**src/rtl/fm_pkg.sv**
```systemverilog
// Shared FM synthesis types: field widths, the channel attribute RAM word, and the
// channel-sequencer FSM states.
package fm_pkg;

    localparam int FM_CH_W      = 5;
    localparam int FM_FNUM_W    = 10;
    localparam int FM_BLOCK_W   = 3;
    localparam int FM_PINC_W    = 17;
    localparam int FM_FB_W      = 3;
    localparam int FM_NUM_CH_MAX = 1 << FM_CH_W;

    // Field order matches the 20-bit attribute RAM word, MSB first.
    typedef struct packed {
        logic                  chb;
        logic                  cha;
        logic [FM_FB_W-1:0]    fb;
        logic                  alg;
        logic                  kon;
        logic [FM_BLOCK_W-1:0] block;
        logic [FM_FNUM_W-1:0]  fnum;
    } fm_ch_attr_t;

    typedef enum logic [1:0] {
        ST_IDLE = 2'd0,
        ST_SEL  = 2'd1,
        ST_CAP  = 2'd2,
        ST_HOLD = 2'd3
    } fm_seq_state_t;

endpackage

```
**src/rtl/fm_ch_seq_if.sv**
```systemverilog
// Per-channel record stream from the channel sequencer to the operator pipeline
// (valid/ready handshake).
interface fm_ch_seq_if;
    import fm_pkg::*;

    logic                  out_valid;
    logic                  out_ready;
    logic [FM_CH_W-1:0]    out_ch;
    logic                  out_chb;
    logic                  out_cha;
    logic [FM_FB_W-1:0]    out_fb;
    logic                  out_alg;
    logic                  out_kon;
    logic [FM_PINC_W-1:0]  out_phase_inc;
    logic                  out_key_on;
    logic                  out_key_off;

    modport master (
        output out_valid, out_ch, out_chb, out_cha, out_fb, out_alg, out_kon,
               out_phase_inc, out_key_on, out_key_off,
        input  out_ready
    );

    modport slave (
        input  out_valid, out_ch, out_chb, out_cha, out_fb, out_alg, out_kon,
               out_phase_inc, out_key_on, out_key_off,
        output out_ready
    );

endinterface

```
**src/rtl/fm_phase_inc.sv**
```systemverilog
// Phase increment from frequency number and octave block: fnum shifted left by block,
// exact in 17 bits (max 1023 << 7 = 130944).
module fm_phase_inc
    import fm_pkg::*;
(
    input  logic [FM_FNUM_W-1:0]  fnum,
    input  logic [FM_BLOCK_W-1:0] block,
    output logic [FM_PINC_W-1:0]  phase_inc
);

    assign phase_inc = {{(FM_PINC_W - FM_FNUM_W){1'b0}}, fnum} << block;

endmodule

```
**src/rtl/fm_ch_seq.sv**
```systemverilog
// FM channel sequencer: on each sample tick, reads channels 0..NUM_CH-1 from the attribute
// RAM and emits one record per channel. Key edge detection only with FM_CH_SEQ_KEYEVT_EN.
module fm_ch_seq
    import fm_pkg::*;
#(
    parameter int NUM_CH = 32
) (
    input  logic                  clk,
    input  logic                  rst_n,
    input  logic                  sample_tick,
    output logic [FM_CH_W-1:0]    ch_sel,
    input  logic                  ch_chb,
    input  logic                  ch_cha,
    input  logic [FM_FB_W-1:0]    ch_fb,
    input  logic                  ch_alg,
    input  logic                  ch_kon,
    input  logic [FM_BLOCK_W-1:0] ch_block,
    input  logic [FM_FNUM_W-1:0]  ch_fnum,
    fm_ch_seq_if.master           rec,
    output logic                  busy,
    output logic                  scan_done,
    output logic                  overrun
);

    if (NUM_CH < 1 || NUM_CH > FM_NUM_CH_MAX) begin : g_bad_num_ch
        $error("fm_ch_seq: NUM_CH out of range 1..32");
    end

    localparam logic [FM_CH_W-1:0] LAST_IDX = FM_CH_W'(NUM_CH - 1);

    fm_seq_state_t        state, state_nx;
    logic [FM_CH_W-1:0]   idx;
    fm_ch_attr_t          attr;
    logic [FM_PINC_W-1:0] pinc;
    logic                 start;
    logic                 cap;
    logic                 accept;
    logic                 last;

    assign attr   = {ch_chb, ch_cha, ch_fb, ch_alg, ch_kon, ch_block, ch_fnum};
    assign ch_sel = idx;
    assign last   = (idx == LAST_IDX);

    fm_phase_inc u_phase_inc (
        .fnum      (attr.fnum),
        .block     (attr.block),
        .phase_inc (pinc)
    );

    always_comb begin
        // NOTE: every output of this block gets a default first, so no path can infer a latch.
        state_nx = state;
        start    = 1'b0;
        cap      = 1'b0;
        accept   = 1'b0;
        unique case (state)
            ST_IDLE: begin
                if (sample_tick) begin
                    start    = 1'b1;
                    state_nx = ST_SEL;
                end
            end
            ST_SEL: begin
                state_nx = ST_CAP;
            end
            ST_CAP: begin
                cap      = 1'b1;
                state_nx = ST_HOLD;
            end
            ST_HOLD: begin
                if (rec.out_valid && rec.out_ready) begin
                    accept   = 1'b1;
                    state_nx = last ? ST_IDLE : ST_SEL;
                end
            end
            default: state_nx = ST_IDLE;
        endcase
    end

    // NOTE: sequential state uses non-blocking assignments so every register samples pre-edge values.
    always_ff @(posedge clk or negedge rst_n) begin
        if (!rst_n) begin
            state <= ST_IDLE;
        end else begin
            state <= state_nx;
        end
    end

    // Scan control: channel index, busy/done status and the sticky overrun flag.
    always_ff @(posedge clk or negedge rst_n) begin
        if (!rst_n) begin
            idx       <= '0;
            busy      <= 1'b0;
            scan_done <= 1'b0;
            overrun   <= 1'b0;
        end else begin
            scan_done <= accept && last;
            if (start) begin
                idx  <= '0;
                busy <= 1'b1;
            end else if (accept) begin
                if (last) begin
                    busy <= 1'b0;
                end else begin
                    idx <= idx + 1'b1;
                end
            end
            if (sample_tick && busy) begin
                overrun <= 1'b1;
            end
        end
    end

    // Record register: loaded in CAP, held until the handshake completes.
    always_ff @(posedge clk or negedge rst_n) begin
        if (!rst_n) begin
            rec.out_valid     <= 1'b0;
            rec.out_ch        <= '0;
            rec.out_chb       <= 1'b0;
            rec.out_cha       <= 1'b0;
            rec.out_fb        <= '0;
            rec.out_alg       <= 1'b0;
            rec.out_kon       <= 1'b0;
            rec.out_phase_inc <= '0;
        end else begin
            if (cap) begin
                rec.out_valid     <= 1'b1;
                rec.out_ch        <= idx;
                rec.out_chb       <= attr.chb;
                rec.out_cha       <= attr.cha;
                rec.out_fb        <= attr.fb;
                rec.out_alg       <= attr.alg;
                rec.out_kon       <= attr.kon;
                rec.out_phase_inc <= pinc;
            end else if (accept) begin
                rec.out_valid <= 1'b0;
            end
        end
    end

`ifdef FM_CH_SEQ_KEYEVT_EN
    logic [NUM_CH-1:0] kon_hist;

    // History commits only on an accepted record, so a stalled record never loses an edge.
    always_ff @(posedge clk or negedge rst_n) begin
        if (!rst_n) begin
            // NOTE: the history is reset because a fresh scan after reset must report held keys as new key-ons.
            kon_hist        <= '0;
            rec.out_key_on  <= 1'b0;
            rec.out_key_off <= 1'b0;
        end else begin
            if (cap) begin
                rec.out_key_on  <= attr.kon & ~kon_hist[idx];
                rec.out_key_off <= ~attr.kon & kon_hist[idx];
            end
            if (accept) begin
                kon_hist[idx] <= rec.out_kon;
            end
        end
    end
`else
    assign rec.out_key_on  = 1'b0;
    assign rec.out_key_off = 1'b0;
`endif

endmodule

```
**src/flat_wrapper.sv**
```systemverilog
// flat-port wrapper written by rule: the top's interface ports become plain ports
module fm_ch_seq_flat import fm_pkg::*;
#(
    parameter int NUM_CH = 32
)
  (clk, rst_n, sample_tick, ch_sel, ch_chb, ch_cha, ch_fb, ch_alg, ch_kon, ch_block, ch_fnum, busy, scan_done, overrun, rec_out_valid, rec_out_ch, rec_out_chb, rec_out_cha, rec_out_fb, rec_out_alg, rec_out_kon, rec_out_phase_inc, rec_out_key_on, rec_out_key_off, rec_out_ready);
  fm_ch_seq_if rec_i ();
  input  logic clk;
  input  logic rst_n;
  input  logic sample_tick;
  output logic [FM_CH_W-1:0] ch_sel;
  input  logic ch_chb;
  input  logic ch_cha;
  input  logic [FM_FB_W-1:0] ch_fb;
  input  logic ch_alg;
  input  logic ch_kon;
  input  logic [FM_BLOCK_W-1:0] ch_block;
  input  logic [FM_FNUM_W-1:0] ch_fnum;
  output logic busy;
  output logic scan_done;
  output logic overrun;
  output wire logic [$bits(rec_i.out_valid)-1:0] rec_out_valid;
  output wire logic [$bits(rec_i.out_ch)-1:0] rec_out_ch;
  output wire logic [$bits(rec_i.out_chb)-1:0] rec_out_chb;
  output wire logic [$bits(rec_i.out_cha)-1:0] rec_out_cha;
  output wire logic [$bits(rec_i.out_fb)-1:0] rec_out_fb;
  output wire logic [$bits(rec_i.out_alg)-1:0] rec_out_alg;
  output wire logic [$bits(rec_i.out_kon)-1:0] rec_out_kon;
  output wire logic [$bits(rec_i.out_phase_inc)-1:0] rec_out_phase_inc;
  output wire logic [$bits(rec_i.out_key_on)-1:0] rec_out_key_on;
  output wire logic [$bits(rec_i.out_key_off)-1:0] rec_out_key_off;
  input wire logic [$bits(rec_i.out_ready)-1:0] rec_out_ready;
  assign rec_out_valid = rec_i.out_valid;
  assign rec_out_ch = rec_i.out_ch;
  assign rec_out_chb = rec_i.out_chb;
  assign rec_out_cha = rec_i.out_cha;
  assign rec_out_fb = rec_i.out_fb;
  assign rec_out_alg = rec_i.out_alg;
  assign rec_out_kon = rec_i.out_kon;
  assign rec_out_phase_inc = rec_i.out_phase_inc;
  assign rec_out_key_on = rec_i.out_key_on;
  assign rec_out_key_off = rec_i.out_key_off;
  assign rec_i.out_ready = rec_out_ready;
  fm_ch_seq #(.NUM_CH(NUM_CH)) u_core (.clk(clk), .rst_n(rst_n), .sample_tick(sample_tick), .ch_sel(ch_sel), .ch_chb(ch_chb), .ch_cha(ch_cha), .ch_fb(ch_fb), .ch_alg(ch_alg), .ch_kon(ch_kon), .ch_block(ch_block), .ch_fnum(ch_fnum), .rec(rec_i), .busy(busy), .scan_done(scan_done), .overrun(overrun));
endmodule
```
**config.mk**
```make
export PLATFORM = sky130hd
export DESIGN_NAME = fm_ch_seq_flat
export DESIGN_NICKNAME = d
export VERILOG_FILES = /design/src/rtl/fm_pkg.sv /design/src/rtl/fm_ch_seq_if.sv /design/src/rtl/fm_phase_inc.sv /design/src/rtl/fm_ch_seq.sv /design/src/flat_wrapper.sv
export SDC_FILE = /design/constraint.sdc
export NUM_CORES = 1
export LEC_CHECK = 0
export ABC_AREA = 0
export BUFFER_PORTS_ARGS = -buffer_cell sky130_fd_sc_hd__buf_2
export CORE_MARGIN = 3
export CORE_UTILIZATION = 46
export DETAILED_ROUTE_END_ITERATION = 10
export GPL_TIMING_DRIVEN = 1
export PLACE_DENSITY = 0.8
export SLEW_MARGIN = 0
export SYNTH_ARGS = -nofsm -noshare
export SYNTH_HDL_FRONTEND = slang
export SYNTH_HIERARCHICAL = 1
export SYNTH_SLANG_ARGS = --single-unit
```
**constraint.sdc**
```tcl
create_clock -name clk -period 1.8 [get_ports clk]
set_clock_uncertainty 0.1 [all_clocks]
set_input_delay 0.18 -clock clk [delete_from_list [all_inputs] [get_ports clk]]
set_output_delay 0.18 -clock clk [all_outputs]
set_load 0.005 [all_outputs]
```
# ---- Word level (Yosys, flattened, before mapping)
# Cells that the tools add are included.
dict set report totals {
  regBits 40
  inputBits 24
  output_inout_bits 40
  wordCells 49
}
dict set report classes {
  add_sub_neg 1
  n_eq_ne 7
  shifts 1
  n_mux 17
  n_reduce_logical 10
}
# cell n
set op_table {}
lappend op_table {{$shl 10x3->17} 1}
lappend op_table {{$mux 5} 3}
lappend op_table {{$mux 1} 11}
lappend op_table {{$pmux 2 s4} 1}
lappend op_table {{$reduce_and 2->1} 3}
lappend op_table {{$reduce_bool 2->1} 3}
lappend op_table {{$add 5x1->5 const B} 1}
lappend op_table {{$eq 5x5->1 const B} 1}
lappend op_table {{$eq 2x2->1 const B} 2}
lappend op_table {{$mux 2} 2}
lappend op_table {{$ne 2x1->1 const B} 2}
lappend op_table {{$logic_and 1x1->1} 3}
lappend op_table {{$eq 2x1->1 const B} 1}
lappend op_table {{$logic_not 2->1} 1}
lappend op_table {{$ne 2x2->1 const B} 1}

# ---- Logic depth before layout (Yosys ltp)
# Gate-level depths: netlist (run 1).
dict set report depth {
  depth_word 5
  ltp_mapped 6
  ltp_nobuf 6
}

# ---- Hierarchy
# Netlist (run 1), hierarchy kept.
# mod n_inst cells_per_inst area_each_um2 seq_area_each_um2
set modules_own_cells {}
lappend modules_own_cells {fm_ch_seq 1 117 1657.8 1001.0}
lappend modules_own_cells {fm_phase_inc 1 56 445.4 0.0}

# ---- Worst setup path after synthesis (run 1)
# OpenSTA, ideal clock, no wires.
dict set report synth_path {
  kind {reg2reg}
  startpoint {reg u_core.idx[0] (netlist: u_core/ch_sel[0])}
  endpoint {reg u_core.idx[3] (netlist: u_core/ch_sel[3])}
  setup_ns 0.077
  arrival_time_ns 1.685
  required_ns 1.623
  path_slack_ns -0.063
  path_stages_with_launch 7
  path_buffers 0
  synth_period_minus_slack_ns 1.863
  path_cell_list {dfrtp_1 -> ha_1 -> and3_1 -> ha_1 -> nand4b_4 -> or3_1 -> a21oi_1}
}
dict set report synth_via {
  elab_chain_len 4
  word_cells_on_any_way 7
  classes_between {add/sub: 1; eq/ne: 2; mux: 3; reduce/logical: 1}
}
# element line
set synth_rtl {}
lappend synth_rtl {{start, declared} fm_ch_seq.sv:32} ;# logic [FM_CH_W-1:0] idx;
lappend synth_rtl {{start signal, assigned} fm_ch_seq.sv:105} ;# idx <= idx + 1'b1;
lappend synth_rtl {{$add 5x1->5} fm_ch_seq.sv:105}
lappend synth_rtl {{$mux 5} fm_ch_seq.sv:102} ;# if (last) begin
lappend synth_rtl {{$mux 5} fm_ch_seq.sv:101} ;# end else if (accept) begin
lappend synth_rtl {{$mux 5} fm_ch_seq.sv:98} ;# if (start) begin
# Parallel ways exist; a longest one is shown, timed or not. The select of a mux whose other input is x is not followed.
# A chain may end at the register's enable or synchronous reset.

# ---- Worst setup path in the final report (run 1)
dict set report layout_path {
  startpoint {reg u_core.idx[1] (netlist: u_core/ch_sel[1])}
  endpoint {reg u_core.idx[3] (netlist: u_core/ch_sel[3])}
}
# Same word-level chain as after synthesis.

==> results of run 1 <==
==> placed cells by master (no fill, tap or decap), types with 2 or more instances in the layout <==
cell       count
a21o_1         2
a21oi_1        3
a221oi_2       2
a2bb2oi_1      2
buf_12         2
buf_2         61
buf_4          7
clkbuf_8       5
conb_1         2
dfrtp_1       40
ha_1           4
ha_2           2
inv_1          5
mux2_2        36
mux2i_1       12
nand2_1       10
nand2b_1       2
nor2_1        13
nor2b_1        3
nor3_1         4
o21ai_0        3
o221ai_1       2
o22ai_1        3
or3_1          2
==> routing by layer <==
layer / track usage / wire [um] / vias up
met5: 0 / 0 / -
met4: 0.0604 / 52 / 0
met3: 0.0424 / 252 / 6
met2: 0.290 / 2120 / 44
met1: 0.204 / 1800 / 786
li1: - / - / 757
==> worst max path at each step <==
stage | from | endpoint | cells past startpoint
global route | u_core/ch_sel[0] | u_core/ch_sel[3] | 6
floorplan | u_core/ch_sel[1] | u_core/ch_sel[3] | 6
detailed placement | u_core/ch_sel[1] | u_core/ch_sel[3] | 6
finish | u_core/ch_sel[1] | u_core/ch_sel[3] | 6
CTS | u_core/ch_sel[1] | u_core/ch_sel[3] | 6
global placement | u_core/ch_sel[1] | u_core/ch_sel[3] | 6
==> kinds of logic after synthesis <==
group	Yosys count
and+or+nand+nor	40
other	1
buffers and inverters	15
DFF	40
AOI/OAI and AO/OA	20
adders and majority gates	6
muxes	50
xor gates and xnor gates	1
==> layout make-up <==
cell class / instances / area [sq um] / area share
Clock buffer: 6 / 72.6 / 0.0277
Sequential cell: 40 / 1000 / 0.383
Clock inverter: 2 / 35.0 / 0.0134
Inverter: 6 / 22.5 / 0.00861
Timing Repair Buffer: 71 / 408 / 0.156
Tap cell: 50 / 62.6 / 0.0239
Multi-Input combinational cell: 119 / 1010 / 0.388
==> power by group <==
group,internal [mW],switching (mW)
sequential,1.24,0.189
clock,0.411,0.297
combinational,0.844,0.628
total,2.50,1.11
==> registers in the layout, indices dropped and copies added, names as in the netlist, 2 cells and up <==
name	cells
u_core/ch_sel	5
u_core/rec.out_fb	3
u_core/rec.out_ch	5
u_core/state	2
u_core/rec.out_phase_inc	17
==> timing repair <==
action                                  4_1_cts  5_1_grt
setup buffers                                 0        1
resized for setup                             0        1
hold endpoints to repair                     40        0
hold buffers                                  1        0
endpoints found under the setup margin        0        4
==> flow_summary_export.csv, run 1 <==
group,metric,value,unit
yosys,synth_edf_count,0,
outcome,outcome,"finished clean",
clock_tree,htree_levels,2,
hold_path,min_from,"ch_cha",
routing,drc_errors,0,
finish,final_area,2620,sq um
power_and_ir_drop,ir_drop,0.681,mV
finish,diodes,0,
critical_path,reg2reg_to,"u_core/ch_sel[3]",
yosys,synth_most_common_cell,"dfrtp_1",
timing,hold_viol_final,0,
yosys,synth_fa_ha_area_frac,0.0357,
timing,setup_slack,0.0767,ns
critical_path,cp_cell_sequence,"ha_2 -> and3_1 -> ha_2 -> nand4b_4 -> or3_1 -> a21oi_1",
timing,rsz0062_at_grt,"no",
global_route,grt_pass1_vias,1532,
clock_tree,clock_latency,0.29,ns
finish,final_net_count,273,
yosys,async_reset_ff_frac,1.00,
timing,max_clock_freq,0.580,GHz
yosys,ys_seq_area_frac,0.476,
global_route,grt_first_pass_wirelength,6.98,mm
timing,fin_setup_tns,0,ns
critical_path,cp-end-kind,"register",
global_route,grt_overflow,0,
timing,setup_violations,0,
global_route,grt_start_max_net_pins,41,
critical_path,rrSetupSlack,0.08,ns
power_and_ir_drop,power.leakage,1.33,nW
critical_path,cp_max_fo,5,
yosys,ys_ff_latch,40,
critical_path,worstPathArrival,1.84,ns
hold_path,hp-class,"input pin to register",
routing,drtIter0Drc,43,
critical_path,startpoint_type,"register",
critical_path,r2r_cells,6,
die,die-area,5420,sq um
routing,postRouteAntennaNets,0,
place,port_buffers,61,
die,ios,64,
yosys,synthFlopType,"dfrtp_1",
job,drv_cap,0,
place,dp_hpwl,3.21,mm
die,dieHeight,73.6,um
yosys,syn_area_per_cell,12.2,sq um
power_and_ir_drop,total_power,3.61,mW
critical_path,cpMostUsedCell,"ha_2",
place,gp_congestion,0.841,
clock_tree,cts_tree,"done",
routing,routed_wl,4.22,mm
clock_tree,clock_path_buffers,2,
timing,holdWs,0.0204,ns
place,place_ws,0.0225,ns
timing,drv_slew,0,
die,core_area,4200,sq um
finish,stdcell_count,294,
global_route,grt_antenna_before_repair,0,
critical_path,slowest_delay,0.39,ns
yosys,synth_top_area_frac,0.476,
critical_path,path_buf_inv,0,
critical_path,crit_family,"simple AND/OR/NAND/NOR gates",
global_route,grt_usage,0.169,
power_and_ir_drop,power-per-cell-area,1380,nW/um^2
routing,via_count,1593,
yosys,yosysWarningCount,6,
die,num_rows,23,
yosys,yosysUniqueCellTypes,36,
critical_path,critPathSlowestCell,"dfrtp_1",
yosys,synthMuxAreaShare,0.268,
clock_tree,cts_buffers,5,
hold_path,hold_end,"u_core/rec.out_cha",
finish,areaGrowthSynthToFinish,24.4,%
die,die_w,73.6,um
critical_path,worst-setup-path-type,"register to register",
finish,utilization,0.623,
routing,routed_via_density,5.42,
timing,period_share,0.957,
critical_path,rr_startpoint,"u_core/ch_sel[1]",
place,place_area,2490,sq um
yosys,synth-simple-area-share,0.0982,
routing,firstDrtPassIters,4,
yosys,syn_area,2100,sq um
yosys,synth_common_cells,"dfrtp_1 (40), mux2_2 (36), nor2_1 (13), mux2i_1 (12), nand2_1 (10)",
finish,drive_gt1_frac,0.492,
yosys,syn_inst,173,
yosys,yosys.area.top_type,"dfrtp_1",
place,placed_cells,284,
clock_tree,cts_root_buffer,"clkbuf_8",
clock_tree,clk_pin_slew,0.08,ns
finish,nFillCells,356,
clock_tree,clock_sinks,40,
hold_path,hold_depth,2,
die,initial_core_util,0.501,
yosys,synth_top_family_by_area,"multiplexers",
yosys,synth.area.top_cells,"dfrtp_1 (48%), mux2_2 (19%), mux2i_1 (5.7%)",
yosys,synth_xor_area_frac,0.00416,
timing,fin_crit,1.72,ns
routing,wire_per_inst,14.4,um
yosys,synth_compound_area_frac,0.0708,
critical_path,worstPathRequired,1.92,ns
No activity file was read; power rests on OpenSTA's default activity.
==> run 2, diff against run 1 <==
- SETUP_SLACK_MARGIN: default -> 0.4
==> flow_summary_export.csv, run 2 (synthesis results as in run 1) <==
group,metric,value,unit
timing,rsz0062_at_grt,"yes",
finish,utilization,0.712,
global_route,grt_usage,0.188,
routing,dr_wl_met3,324,um
place,port_buffers,61,
die,initial_core_util,0.501,
critical_path,r2r_cells,6,
routing,m1WireLength,2.32,mm
hold_path,min_from,"ch_alg",
critical_path,rr_startpoint,"u_core/ch_sel[0]",
finish,nFillCells,312,
finish,diodes,0,
finish,final_area,2990,sq um
place,place_ws,0.00177,ns
routing,routed.top_layer,"met4",
critical_path,cp-end-kind,"register",
routing,firstDrtPassIters,4,
routing,via_count,1664,
critical_path,worstPathRequired,1.91,ns
die,die-area,5420,sq um
finish,areaGrowthSynthToFinish,42.2,%
critical_path,critical_path.endpoint,"u_core/ch_sel[3]",
clock_tree,clock_path_buffers,2,
clock_tree,cts_root_buffer,"clkbuf_8",
die,num_rows,23,
place,placed_cells,282,
place,place_area,2480,sq um
place,dp_hpwl,3.22,mm
clock_tree,clk_pin_slew,0.08,ns
routing,drtIter0Drc,59,
power_and_ir_drop,power.leakage,1.50,nW
finish,stdcell_count,307,
die,ios,64,
clock_tree,clock_sinks,40,
timing,drv_slew,0,
finish,final_common_cell,"buf_2",
timing,period_share,0.993,
routing,postRouteAntennaNets,0,
timing,max_clock_freq,0.559,GHz
global_route,grt_antenna_before_repair,0,
hold_path,hp-class,"input pin to register",
timing,setup_violations,0,
critical_path,cp-startpoint,"u_core/ch_sel[0]",
timing,hold_viol_final,0,
global_route,grt_start_max_net_pins,41,
critical_path,cp_max_fo,7,
global_route,grt_pass1_vias,1642,
job,drv_cap,0,
routing,wire_per_inst,17.1,um
critical_path,rrSetupSlack,0.01,ns
finish,final_net_count,286,
die,die_w,73.6,um
finish,layout_common_cells,"buf_2 (60), dfrtp_1 (39), mux2_4 (31)",
die,core_area,4200,sq um
critical_path,startpoint_type,"register",
timing,setup_slack,0.0120,ns
clock_tree,cts_buffers,5,
finish,drive_gt1_frac,0.580,
global_route,grt_overflow,0,
clock_tree,htree_levels,2,
outcome,outcome,"finished clean",
power_and_ir_drop,ir_drop,0.916,mV
critical_path,worstPathArrival,1.90,ns
power_and_ir_drop,power-per-cell-area,1500,nW/um^2
routing,routed_wl,5.24,mm
timing,fin_crit,1.79,ns
die,dieHeight,73.6,um
timing,slew_headroom,0.663,
clock_tree,cts_tree,"done",
place,gp_congestion,0.841,
routing,dr_wl_met2,2.54,mm
critical_path,worst-setup-path-type,"register to register",
global_route,grt_first_pass_wirelength,7.82,mm
finish,largest-register,"u_core/rec.out_phase_inc",
clock_tree,clock_latency,0.28,ns
timing,max_slew.worst_pin.slew,0.505,ns
finish,largest_reg_flops,17,
routing,routed_via_density,5.42,
critical_path,reg2reg_to,"u_core/ch_sel[3]",
routing,drc_errors,0,
[run 2: through the flow]
stage,hold slack (ns),power [mW],TNS (ns)
4_1_cts,0.0182,4.08,0
3_3_place_gp,0.164,2.88,0
2_1_floorplan,-0.216,2.34,0
6_report,0.0282,4.49,0
5_1_grt,0.0114,4.77,-0.0995
3_5_place_dp,0.175,2.94,0
[run 2: layer usage]
layer,vias to the layer above,track usage
met5,-,0
met3,5,0.0438
li1,787,-
met2,62,0.303
met4,0,0.0423
met1,810,0.256
[run 2: critical path, cell delays in order, from the launching register on]
cell and delay [ns]:
dfrtp_1 0.40, ha_2 0.18, and3_4 0.18, ha_4 0.16, nand4b_4 0.21, or3_4 0.36
a21oi_2 0.13
[run 2: what timing repair did]
action | 4_1_cts | 5_1_grt
pin swaps | 7 | 4
cloned | 2 | 1
hold buffers | 1 | 0
setup buffers | 12 | 1
endpoints found under the hold margin | 40 | 0
setup endpoints to repair | 36 | 37
resized for setup | 25 | 36
[run 2: cell type report]
class / count / area, sq um / share of cell area
inverters: 6 / 27.5 / 0.00921
multi-input cells: 119 / 1230 / 0.411
clock buffers: 8 / 90.1 / 0.0301
repair buffers: 84 / 579 / 0.194
well taps: 50 / 62.6 / 0.0209
flip-flops and latches: 40 / 1000 / 0.335
[run 2: how the worst min path moves through the flow]
stage | endpoint | slack, ns | depth (start not counted)
final | u_core/rec.out_alg | 0.03 | 2
after global routing | u_core/rec.out_alg | 0.01 | 2
after CTS | u_core/rec.out_fb[0] | 0.02 | 2
after detailed placement | u_core/rec.out_alg | 0.17 | 2
after global placement | u_core/rec.out_alg | 0.16 | 2
after floorplan | u_core/busy | -0.22 | 0
[run 2: power by group]
| part | switching [mW] | total (mW) | leakage, nW | internal, mW |
|---|---|---|---|---|
| Clock | 0.286 | 0.598 | 0.0455 | 0.313 |
| Sequential | 0.203 | 1.45 | 0.496 | 1.25 |
| Combinational | 0.953 | 2.44 | 0.958 | 1.48 |
| Total | 1.44 | 4.49 | 1.50 | 3.04 |
==> run 3, diff against run 2 <==
- MAX_ROUTING_LAYER: default -> met4
==> flow_summary_export.csv, run 3 (synthesis results as in run 1) <==
group,metric,value,unit
routing,routed_via_density,5.42,
timing,hold_viol_final,0,
global_route,grt_antenna_before_repair,0,
die,die-area,5420,sq um
timing,drv_slew,0,
critical_path,worstPathArrival,1.90,ns
place,port_buffers,61,
routing,firstDrtPassIters,4,
timing,max_clock_freq,0.561,GHz
timing,holdWs,0.0274,ns
timing,rsz0062_at_grt,"yes",
finish,drive_gt1_frac,0.580,
critical_path,worstPathRequired,1.92,ns
routing,routed_wl,5.27,mm
finish,final_common_cell,"buf_2",
global_route,grt_usage,0.194,
hold_path,hp-class,"input pin to register",
critical_path,rr_startpoint,"u_core/ch_sel[1]",
critical_path,critical_path.endpoint,"u_core/ch_sel[2]",
job,drv_cap,0,
critical_path,reg2reg_to,"u_core/ch_sel[2]",
routing,drtIter0Drc,64,
clock_tree,clock_sinks,40,
critical_path,cp-startpoint,"u_core/ch_sel[1]",
power_and_ir_drop,power-per-cell-area,1500,nW/um^2
critical_path,r2r_cells,6,
finish,utilization,0.712,
finish,final_net_count,286,
global_route,grt_start_max_net_pins,41,
timing,slew_headroom,0.663,
finish,largest_reg_flops,17,
timing,setup_slack,0.0165,ns
critical_path,rrSetupSlack,0.02,ns
place,place_ws,0.00177,ns
timing,setup_violations,0,
power_and_ir_drop,power.leakage,1.50,nW
critical_path,cp_max_fo,7,
finish,multi_input_area,1230,sq um
routing,postRouteAntennaNets,0,
finish,largest-register,"u_core/rec.out_phase_inc",
place,dp_hpwl,3.22,mm
power_and_ir_drop,ir_drop,0.918,mV
finish,areaGrowthSynthToFinish,42.2,%
timing,fin_crit,1.78,ns
die,ios,64,
routing,drc_errors,0,
timing,fin_setup_tns,0,ns
timing,period_share,0.991,
finish,diodes,0,
place,gp_congestion,0.854,
critical_path,startpoint_type,"register",
routing,via_count,1664,
finish,seq_area,1000,sq um
die,num_rows,23,
clock_tree,cts_root_buffer,"clkbuf_8",
clock_tree,clock_latency,0.28,ns
finish,layout_common_cells,"buf_2 (60), dfrtp_1 (39), mux2_4 (31)",
die,core_area,4200,sq um
die,dieHeight,73.6,um
clock_tree,cts_buffers,5,
outcome,outcome,"finished clean",
clock_tree,clock_path_buffers,2,
critical_path,cp-end-kind,"register",
critical_path,worst-setup-path-type,"register to register",
global_route,grt_first_pass_wirelength,7.84,mm
routing,wire_per_inst,17.1,um
power_and_ir_drop,total_power,4.49,mW
die,die_w,73.6,um
clock_tree,clk_pin_slew,0.08,ns
timing,max_slew.worst_pin.slew,0.505,ns
die,initial_core_util,0.501,
global_route,grt_overflow,0,
global_route,grt_pass1_vias,1642,
clock_tree,htree_levels,2,
finish,nFillCells,312,
clock_tree,cts_tree,"done",
## run 3: cell counts in the layout (fill, tap and decap cells not counted)
No cell type changed its count.
## run 3: final cells by class
type                       count  share of cell area
clock buffer                   8              0.0301
sequential                    40               0.335
multi-input combinational    119               0.411
inverter                       6             0.00921
tap                           50              0.0209
timing repair buffer          84               0.194
## run 3: per-layer routing
metal | vias to the layer above | track usage | wire [um]
met3 | 5 | 0.0383 | 301
met1 | 810 | 0.263 | 2360
met5 | - | - | 0
li1 | 787 | - | -
met2 | 62 | 0.301 | 2550
met4 | 0 | 0.0423 | 55
## run 3: worst min path at each step
stage	startpoint	endpoint	slack, ns	cells past startpoint
after floorplan	rst_n	u_core/busy	-0.22	0
after CTS	ch_fb[0]	u_core/rec.out_fb[0]	0.02	2
final	ch_alg	u_core/rec.out_alg	0.03	2
after detailed placement	rst_n	u_core/rec.out_alg	0.17	2
after global routing	ch_alg	u_core/rec.out_alg	0.01	2
after global placement	rst_n	u_core/rec.out_alg	0.16	2
## run 3: per-stage QoR
step,instances,cell area (sq um)
final,307,2990
after global routing,307,2990
after CTS,305,2820
after detailed placement,282,2480
after global placement,282,2480
after floorplan,174,2130
## run 3: power by group
group,internal [mW],leakage [nW],switching [mW]
combinational,1.49,0.958,0.958
sequential,1.25,0.496,0.203
clock,0.313,0.0455,0.287
total,3.05,1.50,1.45
## run 3: timing repair
item / 4_1_cts / 5_1_grt
endpoints found under the hold margin: 40 / 0
cloned: 2 / 1
endpoints found under the setup margin: 36 / 37
pin swaps: 7 / 4
hold buffers: 1 / 0
gates resized for setup: 25 / 36
buffers inserted: 12 / 1
## run 3: worst max-delay path, cell delays in order (launching register included)
cell,delay [ns]
dfrtp_1,0.39
ha_2,0.19
and3_4,0.18
ha_4,0.16
nand4b_4,0.21
or3_1,0.36
a21oi_2,0.13
